File: src/rtl/dcache_ctrl.sv
// Direct-mapped, write-through, no-write-allocate data cache controller for the MEM stage.
// Read hits complete combinationally; misses and stores go to main memory over a strobe/ready handshake.
module dcache_ctrl #(
  parameter int ADDR_WIDTH = 16,
  parameter int DATA_WIDTH = 16,
  parameter int INDEX_BITS = 3
) (
  input  logic                  inp_clk,
  input  logic                  inp_rst,
  input  logic [ADDR_WIDTH-1:0] inp_address,
  input  logic [DATA_WIDTH-1:0] inp_writeData,
  input  logic                  inp_memRead,
  input  logic                  inp_memWrite,
  output logic [DATA_WIDTH-1:0] out_readData,
  output logic                  out_hit,
  output logic [ADDR_WIDTH-1:0] out_memAddress,
  output logic [DATA_WIDTH-1:0] out_memWriteData,
  output logic                  out_memRead,
  output logic                  out_memWrite,
  input  logic                  inp_memReady,
  input  logic [DATA_WIDTH-1:0] inp_memReadData
);

  localparam int LINES     = 1 << INDEX_BITS;
  localparam int TAG_WIDTH = ADDR_WIDTH - INDEX_BITS;

  typedef enum logic [1:0] {IDLE, RFILL, WTHRU, DONE} state_t;

  state_t state_q, state_d;

  logic [LINES-1:0]      valid_q, valid_d;
  logic [TAG_WIDTH-1:0]  tag_q  [LINES];
  logic [TAG_WIDTH-1:0]  tag_d  [LINES];
  logic [DATA_WIDTH-1:0] data_q [LINES];
  logic [DATA_WIDTH-1:0] data_d [LINES];

  logic [ADDR_WIDTH-1:0] mem_addr_q, mem_addr_d;
  logic [DATA_WIDTH-1:0] mem_wdata_q, mem_wdata_d;
  logic                  mem_rd_q, mem_rd_d;
  logic                  mem_wr_q, mem_wr_d;
  logic [DATA_WIDTH-1:0] fill_data_q, fill_data_d;

  logic [INDEX_BITS-1:0] req_index, pend_index;
  logic [TAG_WIDTH-1:0]  req_tag, pend_tag;
  logic                  req_hit, pend_hit;

  // The incoming request is looked up directly; the pending transaction uses its latched address.
  assign req_index  = inp_address[INDEX_BITS-1:0];
  assign req_tag    = inp_address[ADDR_WIDTH-1:INDEX_BITS];
  assign req_hit    = valid_q[req_index] && (tag_q[req_index] == req_tag);

  assign pend_index = mem_addr_q[INDEX_BITS-1:0];
  assign pend_tag   = mem_addr_q[ADDR_WIDTH-1:INDEX_BITS];
  assign pend_hit   = valid_q[pend_index] && (tag_q[pend_index] == pend_tag);

  assign out_memAddress   = mem_addr_q;
  assign out_memWriteData = mem_wdata_q;
  assign out_memRead      = mem_rd_q;
  assign out_memWrite     = mem_wr_q;

  always_ff @(posedge inp_clk) begin
    if (inp_rst) begin
      state_q <= IDLE;
    end else begin
      state_q <= state_d;
    end
  end

  always_comb begin
    state_d = state_q;
    case (state_q)
      IDLE: begin
        if (inp_memWrite) begin
          state_d = WTHRU;
        end else if (inp_memRead && !req_hit) begin
          state_d = RFILL;
        end
      end
      RFILL: begin
        if (inp_memReady) begin
          state_d = DONE;
        end
      end
      WTHRU: begin
        if (inp_memReady) begin
          state_d = DONE;
        end
      end
      DONE: begin
        state_d = IDLE;
      end
      default: begin
        state_d = IDLE;
      end
    endcase
  end

  // A simultaneous read and write is serviced as a write, so any write stalls in IDLE.
  always_comb begin
    out_hit      = 1'b0;
    out_readData = data_q[req_index];
    if (!inp_rst) begin
      case (state_q)
        IDLE: begin
          out_hit = !inp_memWrite && (!inp_memRead || req_hit);
        end
        DONE: begin
          out_hit      = 1'b1;
          out_readData = fill_data_q;
        end
        default: begin
          out_hit = 1'b0;
        end
      endcase
    end
  end

  always_comb begin
    valid_d     = valid_q;
    tag_d       = tag_q;
    data_d      = data_q;
    mem_addr_d  = mem_addr_q;
    mem_wdata_d = mem_wdata_q;
    mem_rd_d    = mem_rd_q;
    mem_wr_d    = mem_wr_q;
    fill_data_d = fill_data_q;
    case (state_q)
      IDLE: begin
        if (inp_memWrite) begin
          mem_addr_d  = inp_address;
          mem_wdata_d = inp_writeData;
          mem_wr_d    = 1'b1;
        end else if (inp_memRead && !req_hit) begin
          mem_addr_d = inp_address;
          mem_rd_d   = 1'b1;
        end
      end
      RFILL: begin
        // Nothing is ever dirty, so a fill simply replaces whatever line sits at this index.
        if (inp_memReady) begin
          valid_d[pend_index] = 1'b1;
          tag_d[pend_index]   = pend_tag;
          data_d[pend_index]  = inp_memReadData;
          fill_data_d         = inp_memReadData;
          mem_rd_d            = 1'b0;
        end
      end
      WTHRU: begin
        if (inp_memReady) begin
          if (pend_hit) begin
            data_d[pend_index] = mem_wdata_q;
          end
          mem_wr_d = 1'b0;
        end
      end
      default: begin
        mem_rd_d = 1'b0;
        mem_wr_d = 1'b0;
      end
    endcase
  end

  always_ff @(posedge inp_clk) begin
    if (inp_rst) begin
      valid_q     <= '0;
      mem_addr_q  <= '0;
      mem_wdata_q <= '0;
      mem_rd_q    <= 1'b0;
      mem_wr_q    <= 1'b0;
      fill_data_q <= '0;
    end else begin
      valid_q     <= valid_d;
      mem_addr_q  <= mem_addr_d;
      mem_wdata_q <= mem_wdata_d;
      mem_rd_q    <= mem_rd_d;
      mem_wr_q    <= mem_wr_d;
      fill_data_q <= fill_data_d;
    end
  end

  // Tag and data arrays carry no reset; a transaction cut short by reset must not touch them.
  always_ff @(posedge inp_clk) begin
    if (!inp_rst) begin
      tag_q  <= tag_d;
      data_q <= data_d;
    end
  end

endmodule
File: config.mk
export PLATFORM = sky130hd
export DESIGN_NAME = dcache_ctrl
export DESIGN_NICKNAME = d
export VERILOG_FILES = /design/src/rtl/dcache_ctrl.sv
export SDC_FILE = /design/constraint.sdc
export NUM_CORES = 1
export LEC_CHECK = 0
export BUFFER_PORTS_ARGS = -buffer_cell sky130_fd_sc_hd__buf_4
export CAP_MARGIN = 25
export CORE_UTILIZATION = 30
export CTS_BUF_LIST = sky130_fd_sc_hd__clkbuf_4
export DETAILED_ROUTE_END_ITERATION = 10
export GPL_ROUTABILITY_DRIVEN = 0
export PLACE_DENSITY = 0.49
export SETUP_SLACK_MARGIN = 0.2
export SLEW_MARGIN = 20
export SYNTH_ARGS = -nofsm -noshare
export SYNTH_HDL_FRONTEND = slang
export SYNTH_SLANG_ARGS = --single-unit
File: constraint.sdc
create_clock -name inp_clk -period 6.2 [get_ports inp_clk]
set_input_delay 0.62 -clock inp_clk [delete_from_list [all_inputs] [get_ports inp_clk]]
set_output_delay 0.62 -clock inp_clk [all_outputs]
set_load 0.05 [all_outputs]
After elaboration in Yosys (flattened, before gate mapping). Cells that the tools add are included.

$lt $le $gt $ge: 6. Eq/ne operators: 13. Mux-type cells: 42. Bitwise logic cells: 6. Reductions and logical operators: 22.

Operators by type and width (count): two-way mux 128 bit (3); bitwise mux 128 bit (2); one-hot mux 128 bit (2 select lines) (1); two-way mux 16 bit (7); bitwise mux 104 bit (1); binary-select mux 13 bit (select 3 bit) (2); two-way mux 13 bit (5); binary-select mux 16 bit (select 3 bit) (1); demux 16 bit (select 3 bit) (1); demux 13 bit (select 3 bit) (1); == test 13 bit (2); != test 2 bit (second input constant) (6); greater-or-equal comparator 4 bit (second input constant) (2); < comparator 3 x 4 -> 1 bit (second input constant) (2); two-way mux 1 bit (8); NOT 3 -> 4 bit (2); bitwise OR 8 bit (1); AND reduction 2 bit (4); binary-select mux 1 bit (select 3 bit) (2); logical AND 1 bit (6); two-way mux 2 bit (3); one-hot mux 1 bit (3 select lines) (2); one-hot mux 2 bit (3 select lines) (1); AND reduction 3 bit (2); 16 further kinds (22).

Register bits after elaboration: 292. Output and inout bits: 51.

Logic depth before layout (Yosys ltp).
Depth in word-level cells: 11. Gate-level depth with buffers: 11.

Worst setup path after synthesis. Ideal clock, no wire load.

Path type: input to output. Start point: input port inp_address[0]. End point: output port out_hit. Data arrival time: 3.734 ns. Required time: 5.580 ns. Setup slack: 1.846 ns. Stages: 10. Buffers on the path: 3. Path through: buf_6 buf_6 buf_6 mux2_1 o22ai_1 nor3_1 nand3b_1 nor4_4 a211oi_1 nor4_1.

Word-level cells in the longest chain between the ends: 10. Elaborated cells on any way between the ends: 12. Those cells by class: eq/ne: 1; mux: 7; bitwise: 1; reduce/logical: 3.

RTL lines: start: declaration (line 10) `input logic [ADDR_WIDTH-1:0] inp_address,`; NOT 3 -> 4 bit (not written as such) (line 50) `assign req_hit = valid_q[req_index] && (tag_q[req_index] == req_tag);`; binary-select mux 13 bit (select 3 bit) (line 50); two-way mux 13 bit (not written as such) (2 in series) (line 50); == test 13 bit (line 50); logical AND 1 bit * (line 50); logical OR 1 bit * (line 105) `out_hit = !inp_memWrite && (!inp_memRead || req_hit);`; logical AND 1 bit * (line 105); one-hot mux 1 bit (2 select lines) * (line 103) `case (state_q)`; two-way mux 1 bit * (line 102) `if (!inp_rst) begin`; end: declaration (line 15) `output logic out_hit,`.

Mark *: on every way between the ends. The rest lies on a longest branch, timed or not. The select of a mux whose other input is x is not followed.

Final worst setup path.
Start point: register mem_addr_q[0], in the netlist out_memAddress[0]. End point: register data_q[80] (netlist name) (enable).

Word-level cells in the longest chain between the ends: 8. Elaborated cells on any way between the ends: 10. Those cells by class: eq/ne: 2; mux: 5; bitwise: 1; reduce/logical: 2.

RTL lines: start: declaration (line 37) `logic [ADDR_WIDTH-1:0] mem_addr_q, mem_addr_d;`; start signal: assignment (line 173) `mem_addr_q <= mem_addr_d;`; NOT 3 -> 4 bit (not written as such) (line 54) `assign pend_hit = valid_q[pend_index] && (tag_q[pend_index] == pend_tag);`; binary-select mux 13 bit (select 3 bit) (line 54); two-way mux 13 bit (not written as such) (2 in series) (line 54); == test 13 bit (line 54); logical AND 1 bit * (line 54); != test 2 bit (no source line) *; AND reduction 5 bit (no source line) *; end signal: assignment (line 185) `data_q <= data_d;`; end: declaration (line 34) `logic [DATA_WIDTH-1:0] data_q [LINES];`.

Marks and branches as above. A chain may end at the register's enable or synchronous reset.

==> flow_summary.ini <==
[place]
pre_cts_ws_ns = 1.643
hpwlAfterDp_mm = 25.31
io_buffers = 103

[sta]
setup-tns-final_ns = 0
finalCriticalPeriod_ns = 4.556
fin_ws_ns = 1.644
post-route-period-util = 0.7349
holdWs_ns = 0.1046
drv_slew = 0
finalSetupViolations = 0
tightest_slew_ns = 1.041
maxSlewHeadroom = 0.2865
skew_ns = 0.05141
hold_viol_final = 0
maxClockFrequency_ghz = 0.2195
grt_setup_unrepaired = false

[layout]
syn2layout_area_growth_pct = 19.44
final_nets = 1258
multiInputGateArea_mm2 = 0.005091
final_util = 0.3654
layout-drive-gt1-share = 0.2784
fillers = 4338
seqCellArea_mm2 = 0.008170

[clock_network]
clkTransAtPathRegs_ns = 0.07
cts_buffers = 82
ctsResizeCount = 0
cts_setup_buffers = 0
clk_latency_ns = 0.77
cts_buffer_depth = 3
htreeDepth = 3
tritoncts = done
cts_hold_buf = 0
cts_sinks = 292
clk_root_buffer_cell = clkbuf_4

[setup_path]
path_cells = inv_1 > a22oi_1 > o22ai_1 > or3_1 > a2111oi_2 > nand4_1 > o31ai_4
crit_end = data_q[80]$_DFFE_PP_
critPathKind = flip-flop to flip-flop
crit_slowest_cell = o31ai_4
r2r_setup_slack_ns = 1.64
start_kind = flip-flop
slowest_delay_ns = 1.10
reg2reg_to = data_q[80]$_DFFE_PP_
r2r_cells = 7
arrival_ns = 4.91
critPathMaxFanout = 23
crit_start = out_memAddress[0]$_SDFFE_PP0P_
crit_family = compound AO/OA/AOI/OAI gates
critical_path_buf_inv_count = 1
critical_path_cell_count = 7
r2r-start = out_memAddress[0]$_SDFFE_PP0P_
cp-end-kind = flip-flop
critPathRequiredTime_ns = 6.55

[power_and_ir_drop]
power_mw = 5.994
ir_drop_v = 0.0001720
p_leak_nw = 5.779
power_density_mw_per_mm2 = 369.3

[worst_hold_path]
hold_class = primary input to flip-flop

[routing]
vias = 9229
drc_errors = 0
ant_nets = 0
routed_wl_mm = 39.60
wl_per_cell_um = 21.25
vias_per_cell = 4.951
drt_iter0_drc = 543
drtPass1Iterations = 7

[global_route]
antenna_found_initial = 2
track_usage = 0.1713
grt_pass1_wl_mm = 59.10
grt_overflow = 0
grt_max_degree = 82
grt_pass1_vias = 9363

[floorplan]
core_area_mm2 = 0.04441
dieWidth_um = 214.8
rows = 77
start_util = 0.3059
io_pins = 104
die_area_mm2 = 0.04615
fp.dieH_um = 214.8

[synth]
synth_area_mm2 = 0.01359
ys_warn_count = 0
synthesis.nets = 1107
synthCells = 1050
async_flop_share = 0
seq_area_frac_synth = 0.6011
synthFlopType = edfxtp_1
synth_top_area_frac = 0.5127
synth_top_area_cell = edfxtp_1
synth-seq-cells = 292
synth-edff-count = 232
syn_avg_cell_area_um2 = 12.94
synth_cell_type_count = 62
synth_area_leaders = edfxtp_1 51%, dfxtp_1 8.8%, mux4_2 8.6%

[outcome]
status = finished clean

[job]
cap_violations = 0
-- per-stage QoR --
stage	instances	cell area (um2)
finish	1864	16230
global route	1863	16230
CTS	1857	16170
detailed placement	1706	15050
global placement	1704	15030
floorplan	1050	13590
-- cells in the mapped netlist (all sizes together) (8+ instances only) --
library cell  count
edfxtp          232
nor2            148
nand2           106
mux2i            93
dfxtp            60
mux4             53
a21oi            45
nand2b           40
buf              33
clkbuf           33
o21ai            23
inv              17
a22oi            16
o22ai            15
mux2             11
nor2b            10
nand3             9
o31ai             9
xnor2             8
xor2              8
-- sequential cells by signal, summed over array words and instances, names as in the netlist --
name	count
out_memRead	1
out_memWriteData	16
state_q	2
tag_q	104
valid_q	8
data_q	128
out_memAddress	16
fill_data_q	16
out_memWrite	1
-- kinds of logic (layout without fill, tap and decap cells) --
logic type	count (synthesis)	in the layout	share of synthesized area
AOI/OAI and AO/OA	145	145	0.07192
xor gates and xnor gates	16	16	0.01031
adders and majority gates	4	4	0.003683
buffers and inverters	83	301	0.02928
DFF	292	292	0.6011
muxes	157	157	0.1657
other	0	4	0
and+or+nand+nor	353	353	0.1180
-- worst reg2reg max path: stages (launching register included) --
cell       delay [ns]
dfxtp_1          0.81
inv_1            0.49
a22oi_1          0.31
o22ai_1          0.12
or3_1            0.35
a2111oi_2        0.35
nand4_1          0.62
o31ai_4          1.11
-- layer usage --
layer / vias to the layer above / GRT usage / wire length [um]
met5: - / 0 / 0
met4: 0 / 0.06429 / 998
met3: 78 / 0.03496 / 1840
met2: 274 / 0.2874 / 19600
met1: 4600 / 0.2169 / 17160
li1: 4277 / - / -
-- report_power, final --
| group | internal (mW) | switching, mW | leakage (nW) | total (mW) |
|---|---|---|---|---|
| Clock | 1.04 | 0.842 | 0.674 | 1.88 |
| Combinational | 0.549 | 1.09 | 2.48 | 1.63 |
| Sequential | 2.30 | 0.181 | 2.63 | 2.48 |
| Total | 3.89 | 2.11 | 5.78 | 5.99 |
-- placed cells by master, fill, tap and decap left out, types with 5 or more instances in the layout --
master	instances
clkbuf_4	130
a22oi_1	16
buf_4	129
xor2_1	8
a21oi_1	45
nor2b_1	9
nand3b_1	6
o22ai_1	15
a22o_1	5
mux4_2	52
edfxtp_1	232
and3_1	5
nand2_1	106
dfxtp_1	58
mux2i_1	93
xnor2_1	8
nor2_1	148
o21ai_0	22
o31ai_2	5
nand2b_1	40
inv_1	17
a211oi_1	6
nor3_1	6
nand3_1	9
mux2_2	9
clkinv_1	12
-- layout make-up --
| type | count | share of cell area |
|---|---|---|
| Antenna cell | 4 | 0.0006168 |
| Clock buffer | 130 | 0.06013 |
| Clock inverter | 21 | 0.008635 |
| Inverter | 17 | 0.003932 |
| Multi-Input combinational cell | 675 | 0.3137 |
| Sequential cell | 292 | 0.5034 |
| Tap cell | 592 | 0.04564 |
| Timing Repair Buffer | 133 | 0.06391 |
-- how the worst min path moves through the flow --
stage	from	endpoint	slack, ns	cells past startpoint
finish	inp_writeData[15]	out_memWriteData[15]$_SDFFE_PP0P_	0.10	3
global route	inp_writeData[5]	out_memWriteData[5]$_SDFFE_PP0P_	0.02	3
CTS	inp_writeData[15]	out_memWriteData[15]$_SDFFE_PP0P_	0.03	3
detailed placement	fill_data_q[11]$_SDFFE_PP0P_	fill_data_q[11]$_SDFFE_PP0P_	0.45	2
global placement	fill_data_q[4]$_SDFFE_PP0P_	fill_data_q[4]$_SDFFE_PP0P_	0.44	2
floorplan	fill_data_q[0]$_SDFFE_PP0P_	fill_data_q[0]$_SDFFE_PP0P_	0.44	2
No activity file was read; power rests on OpenSTA's default activity.
